`config.mk`:
```
export PLATFORM = sky130hd
export DESIGN_NAME = sram_port_arbiter
export DESIGN_NICKNAME = d
export VERILOG_FILES = /design/src/rtl/sram_port_arbiter.sv
export SDC_FILE = /design/constraint.sdc
export NUM_CORES = 1
export LEC_CHECK = 0
export ABC_AREA = 0
export CAP_MARGIN = 20
export CORE_AREA = 2 2 106 108
export CTS_CLUSTER_DIAMETER = 120
export DETAILED_ROUTE_END_ITERATION = 12
export DIE_AREA = 0 0 108 110
export GPL_TIMING_DRIVEN = 0
export PLACE_DENSITY_LB_ADDON = 0.05
export SYNTH_ARGS = -nofsm -noshare
export SYNTH_HDL_FRONTEND = slang
export SYNTH_SLANG_ARGS = --single-unit
```
`constraint.sdc`:
```
create_clock -name clk -period 2.1 [get_ports clk]
set_input_delay 0.42 -clock clk [delete_from_list [all_inputs] [get_ports clk]]
set_output_delay 0.42 -clock clk [all_outputs]
set_load 0.1 [all_outputs]
```
`src/rtl/sram_port_arbiter.sv`:
```
// Shares one SRAM-like memory port between instruction fetch and data access.
// Runs one bus transaction at a time and holds each result until the pipeline advances.
module sram_port_arbiter #(
  parameter int AW = 32,
  parameter int DW = 32
) (
  input  logic          clk,
  input  logic          rst,
  input  logic          inst_req,
  input  logic [AW-1:0] inst_addr,
  output logic [DW-1:0] inst_rdata,
  output logic          i_stall,
  input  logic          data_req,
  input  logic          data_wr,
  input  logic [3:0]    data_sel,
  input  logic [AW-1:0] data_addr,
  input  logic [DW-1:0] data_wdata,
  output logic [DW-1:0] data_rdata,
  output logic          d_stall,
  input  logic          longest_stall,
  input  logic          flush,
  output logic          mem_req,
  output logic          mem_wr,
  output logic [3:0]    mem_sel,
  output logic [AW-1:0] mem_addr,
  output logic [DW-1:0] mem_wdata,
  input  logic          mem_addr_ok,
  input  logic          mem_data_ok,
  input  logic [DW-1:0] mem_rdata
);

  typedef enum logic [2:0] {
    IDLE   = 3'd0,
    D_ADDR = 3'd1,
    D_WAIT = 3'd2,
    I_ADDR = 3'd3,
    I_WAIT = 3'd4
  } state_e;

  state_e        state_q, state_d;
  logic          inst_done_q, inst_done_d;
  logic          data_done_q, data_done_d;
  logic          discard_q, discard_d;
  logic [DW-1:0] inst_rdata_q, inst_rdata_d;
  logic [DW-1:0] data_rdata_q, data_rdata_d;

  logic i_pend, d_pend;
  logic inst_cap, data_cap;
  logic set_i, set_d, clr_done;

  assign i_pend     = inst_req & ~inst_done_q;
  assign d_pend     = data_req & ~data_done_q;
  assign i_stall    = i_pend;
  assign d_stall    = d_pend;
  assign inst_rdata = inst_rdata_q;
  assign data_rdata = data_rdata_q;

  // Sequencer: data goes first since it belongs to the older instruction.
  // Bus controls read as zero whenever no request is being presented.
  always_comb begin
    state_d   = state_q;
    mem_req   = 1'b0;
    mem_wr    = 1'b0;
    mem_sel   = 4'h0;
    mem_addr  = '0;
    mem_wdata = '0;
    inst_cap  = 1'b0;
    data_cap  = 1'b0;
    unique case (state_q)
      IDLE: begin
        if (d_pend) begin
          state_d = D_ADDR;
        end else if (i_pend) begin
          state_d = I_ADDR;
        end
      end
      D_ADDR: begin
        mem_req   = 1'b1;
        mem_wr    = data_wr;
        mem_sel   = data_wr ? data_sel : 4'hF;
        mem_addr  = data_addr;
        mem_wdata = data_wdata;
        if (mem_addr_ok) begin
          state_d = D_WAIT;
        end
      end
      D_WAIT: begin
        if (mem_data_ok) begin
          data_cap = 1'b1;
          state_d  = IDLE;
        end
      end
      I_ADDR: begin
        mem_req  = 1'b1;
        mem_sel  = 4'hF;
        mem_addr = inst_addr;
        if (mem_addr_ok) begin
          state_d = I_WAIT;
        end
      end
      I_WAIT: begin
        if (mem_data_ok) begin
          inst_cap = 1'b1;
          state_d  = IDLE;
        end
      end
      default: begin
        state_d = IDLE;
      end
    endcase
  end

  // A result arriving under a pending or simultaneous flush is captured but never marked done.
  always_comb begin
    set_i        = inst_cap & ~discard_q & ~flush;
    set_d        = data_cap & ~discard_q & ~flush;
    clr_done     = flush | ~longest_stall;
    inst_done_d  = set_i ? 1'b1 : (clr_done ? 1'b0 : inst_done_q);
    data_done_d  = set_d ? 1'b1 : (clr_done ? 1'b0 : data_done_q);
    inst_rdata_d = inst_cap ? mem_rdata : inst_rdata_q;
    data_rdata_d = data_cap ? mem_rdata : data_rdata_q;
    if (inst_cap | data_cap) begin
      discard_d = 1'b0;
    end else if (flush && (state_q != IDLE)) begin
      discard_d = 1'b1;
    end else begin
      discard_d = discard_q;
    end
  end

  always_ff @(posedge clk) begin
    if (rst) begin
      state_q      <= IDLE;
      inst_done_q  <= 1'b0;
      data_done_q  <= 1'b0;
      discard_q    <= 1'b0;
      inst_rdata_q <= '0;
      data_rdata_q <= '0;
    end else begin
      state_q      <= state_d;
      inst_done_q  <= inst_done_d;
      data_done_q  <= data_done_d;
      discard_q    <= discard_d;
      inst_rdata_q <= inst_rdata_d;
      data_rdata_q <= data_rdata_d;
    end
  end

endmodule

```
==> qor_table.md <==
| Quantity | Reported | Unit |
|---|---|---|
| Maximum clock rate | 484.3 | MHz |
| Total via count in the routed design | 4129 | - |
| Endpoint type of the worst setup path | output pin | - |
| Clock latency on the worst-skew pair | 0.34 | ns |
| Hpwl dp | 11450 | um |
| Crit path arrival time | 1.64 | ns |
| Num CTS Buffers | 9 | - |
| Fraction of final layout cells with drive strength greater than 1 | 27.69 | % |
| Hold crit path type | reg -> reg | - |
| Number of distinct library cells after synthesis | 28 | - |
| Proportion of synthesized chip area in sequential cells | 42.80 | % |
| Pwr per Cell Area | 823.4 | nW/um2 |
| Top Family by Delay on Critical Path | buffers and inverters | - |
| Horizontal die dimension | 108 | um |
| Cell type with the highest aggregate area in the netlist | sky130_fd_sc_hd__dfxtp_1 | - |
| Buffers plus inverters on the worst setup path | 2 | - |
| Clock sink total | 70 | - |
| TritonCTS clock tree | done | - |
| Final-layout worst hold slack | 0.4517 | ns |
| Post-Synthesis Mean Instance Area | 7.510 | um2 |
| Fraction of power spent switching nets | 48.48 | % |
| Clk buf depth | 2 | - |
| Type of the setup path with the least slack | in -> out | - |
| Crit path launch type | primary input | - |
| Slew @ Worst Pin | 1.009 | ns |
| Maximum VDD drop | 500.4 | uV |
| Post-synthesis instance total | 436 | - |
| Share of Yosys cell area claimed by the top area cell type | 42.80 | % |
| Antenna Violating Nets Remaining | 0 | - |
| Most frequent cells in the layout | sky130_fd_sc_hd__clkdlybuf4s50_1 (139), sky130_fd_sc_hd__nand2_1 (129), sky130_fd_sc_hd__dfxtp_1 (67) | - |
| Largest stage delay, worst path | 0.59 | ns |
| Global-route wire length before repair | 21650 | um |
| Num ports | 277 | - |
| Hold Path Sink | data_rdata[30] | - |
| Via count of the first global-routing pass | 3947 | - |
| Slack of the critical path | 0.03518 | ns |
| Vertical die dimension | 110 | um |
| Area overhead of the layout relative to synthesis | 117.4 | % |
| Outcome | complete, no violations | - |
| H-tree depth reported by CTS | 3 | - |
| Post-synthesis instance area | 3274 | um2 |
| Fill count | 923 | - |
| Inserted Diodes | 0 | - |
| Clock Power Share | 16.0 | % |
| Detailed router's first-iteration violation count | 139 | - |
| Syn nets | 577 | - |
| Number of vias per cell | 4.768 | - |
| CTS root buffer | sky130_fd_sc_hd__clkbuf_8 | - |
| Post-detailed-route wirelength per cell | 17.74 | um |
| Placeable core area | 10700 | um2 |
| Clock-pin slew on the worst setup and hold paths | 0.06 | ns |
| Top post-synthesis cells by area | sky130_fd_sc_hd__dfxtp_1 (43%), sky130_fd_sc_hd__nand2_1 (15%), sky130_fd_sc_hd__a21oi_1 (10%) | - |
| Count of max-cap constraint violations | 0 | - |
| Relative slew margins | 32.98 | % |
| Time the worst path needs with I/O delays and setup | 2.065 | ns |
| Total count of max-transition violations in the final report | 0 | - |
| Count of input and output buffers | 275 | - |
| Core Rows | 38 | - |
| Initial antenna violation count | 0 | - |
| Total design power | 5.862 | mW |
| DRC viols | 0 | - |
| LEAKAGE | 2.933 | nW |
| Finished Layout Cells | 866 | - |
| Share of total power in combinational logic | 59.7 | % |
| Number of placed instances, taps included | 851 | - |
| Count of nets after finishing | 865 | - |
| Slowest library cell on the worst path | sky130_fd_sc_hd__clkdlybuf4s18_2 | - |
| Fin. Hold Viols | 0 | - |
| Clk_skew | 0.004757 | ns |
| Die Footprint | 11880 | um2 |
| Number of cells traversed by the worst register-to-register path | 5 | - |
| Terminus of the critical flop-to-flop path | data_rdata[24] | - |
| Synth Warn # | 0 | - |
| Global route total overflow | 0 | - |
| Total wire length | 15360 | um |
| Final setup violation count | 0 | - |
| Final Wtd Congestion | 0.7990 | - |
| Total routing usage reported by global routing | 23.76 | % |
| Worst setup path startpoint | inst_req | - |
| Detailed Routing Iterations Pass 1 | 4 | - |
| Sequential cell fraction of total power | 24.3 | % |
| Setup slack on the worst flop-to-flop path | 0.61 | ns |
| Fraction of the cycle the final worst path needs | 98.32 | % |
| Commonest non-fill, non-tap cell in the layout | sky130_fd_sc_hd__clkdlybuf4s50_1 | - |
| FF-to-FF Start | state_q[0] | - |
| Initial cell density of the core | 30.61 | % |
| Endpoint required time on the critical path | 1.68 | ns |
| Worst-case setup slack after placement | -0.9765 | ns |
| Worst Path Max Fanout | 3 | - |
| Internal Power | 3.020 | mW |
| Cell chain of the critical path | clkdlybuf4s50_1 -> nor2b_2 -> clkdlybuf4s18_2 | - |
| Number of register bits inferred by synthesis | 70 | - |
| Cell depth of the worst min-delay path | 2 | - |
| Switching power | 2.842 | mW |
| Pin count of the biggest net entering global routing | 11 | - |
| Beginning of the worst hold path | data_rdata[30] | - |
==> worst reg2reg max path: stages, from the launching register on <==
cell	delay, ns
sky130_fd_sc_hd__dfxtp_2	0.38
sky130_fd_sc_hd__and4bb_1	0.27
sky130_fd_sc_hd__clkbuf_1	0.26
sky130_fd_sc_hd__buf_2	0.30
sky130_fd_sc_hd__nand2_1	0.08
sky130_fd_sc_hd__a21oi_1	0.13
==> Yosys cell counts <==
cell type / number
sky130_fd_sc_hd__nor4_1: 1
sky130_fd_sc_hd__nand3_1: 2
sky130_fd_sc_hd__a311o_1: 1
sky130_fd_sc_hd__a21oi_1: 66
sky130_fd_sc_hd__clkbuf_1: 16
sky130_fd_sc_hd__buf_2: 18
sky130_fd_sc_hd__dfxtp_1: 70
sky130_fd_sc_hd__nor3_1: 3
sky130_fd_sc_hd__and4bb_1: 1
sky130_fd_sc_hd__buf_1: 4
sky130_fd_sc_hd__a211oi_1: 1
sky130_fd_sc_hd__nor4bb_1: 1
sky130_fd_sc_hd__nand2_1: 129
sky130_fd_sc_hd__o31ai_1: 1
sky130_fd_sc_hd__nand4bb_1: 2
sky130_fd_sc_hd__or3b_2: 1
sky130_fd_sc_hd__nor2_1: 40
sky130_fd_sc_hd__or3_1: 1
sky130_fd_sc_hd__mux2i_1: 32
sky130_fd_sc_hd__or4b_4: 2
sky130_fd_sc_hd__a2bb2oi_1: 2
sky130_fd_sc_hd__nor2b_1: 2
sky130_fd_sc_hd__a2111o_1: 1
sky130_fd_sc_hd__and3_1: 33
sky130_fd_sc_hd__inv_2: 1
sky130_fd_sc_hd__inv_1: 2
sky130_fd_sc_hd__o21bai_1: 1
sky130_fd_sc_hd__nand2b_1: 2
==> power by group through the flow <==
| stage | registers (mW) | clock network [mW] | logic, mW |
|---|---|---|---|
| 3_5_place_dp | 1.45 | 0 | 3.06 |
| 6_report | 1.42 | 0.936 | 3.50 |
| 2_1_floorplan | 1.73 | 0 | 1.95 |
| 4_1_cts | 1.42 | 0.970 | 3.35 |
| 3_3_place_gp | 1.44 | 0 | 3.04 |
| 5_1_grt | 1.43 | 1.02 | 3.60 |
==> timing repair <==
action | CTS | global route
hold endpoints to repair | 0 | 0
buffers inserted | 1 | 1
pin swaps | 0 | 0
endpoints found under the setup margin | 136 | 62
hold buffers | 0 | 0
gates resized for setup | 645 | 53
==> state kept, by name (all words and copies together) (netlist names) <==
signal,flops
data_rdata,32
state_q,3
data_done_q,1
inst_done_q,1
discard_q,1
inst_rdata,32
==> per-stage QoR <==
stage	setup TNS, ns	cell area (um2)	utilization [%]
3_3_place_gp	-57.24	6409	59.91
6_report	0	7119	66.55
3_5_place_dp	-59.10	6409	59.91
4_1_cts	-0.008844	6912	64.61
2_1_floorplan	-4.733	3481	-
5_1_grt	-0.03030	7119	66.55
==> cell type report <==
type                            count  area, um2  area share, %
Sequential cell                    70       1410          19.81
Buffer                             38      304.0          4.271
Clock inverter                      1      7.507         0.1054
Multi-Input combinational cell    325       2160          30.33
Inverter                            3      22.52         0.3163
Timing Repair Buffer              277       2885          40.53
Clock buffer                       12      155.1          2.179
Tap cell                          140      175.2          2.460
==> worst max-delay path by stage <==
stage / slack [ns] / to / depth (start not counted)
floorplan: -0.25 / mem_addr[1] / 3
global placement: -0.94 / mem_sel[0] / 5
detailed placement: -0.98 / mem_sel[0] / 5
CTS: -0.004 / mem_addr[25] / 5
global route: -0.008 / mem_wdata[29] / 6
finish: 0.04 / i_stall / 3
==> kinds of logic (layout without fill, tap and decap cells) <==
group	count (synthesis)	count (layout)	share of synthesized area (%)
flops	70	70	42.80
mux	32	32	9.782
buf+inv	41	331	5.388
simple gates	220	220	30.07
compound gates	73	73	11.96
==> routing by layer <==
metal  vias up  wire length, um  GRT usage, %
li1       2040                -             -
met5         -                0             0
met4         0              461         9.524
met3        31             1446         8.583
met1      1896             5487         24.59
met2       162             7966         43.71
No activity file was read; power rests on OpenSTA's default activity.
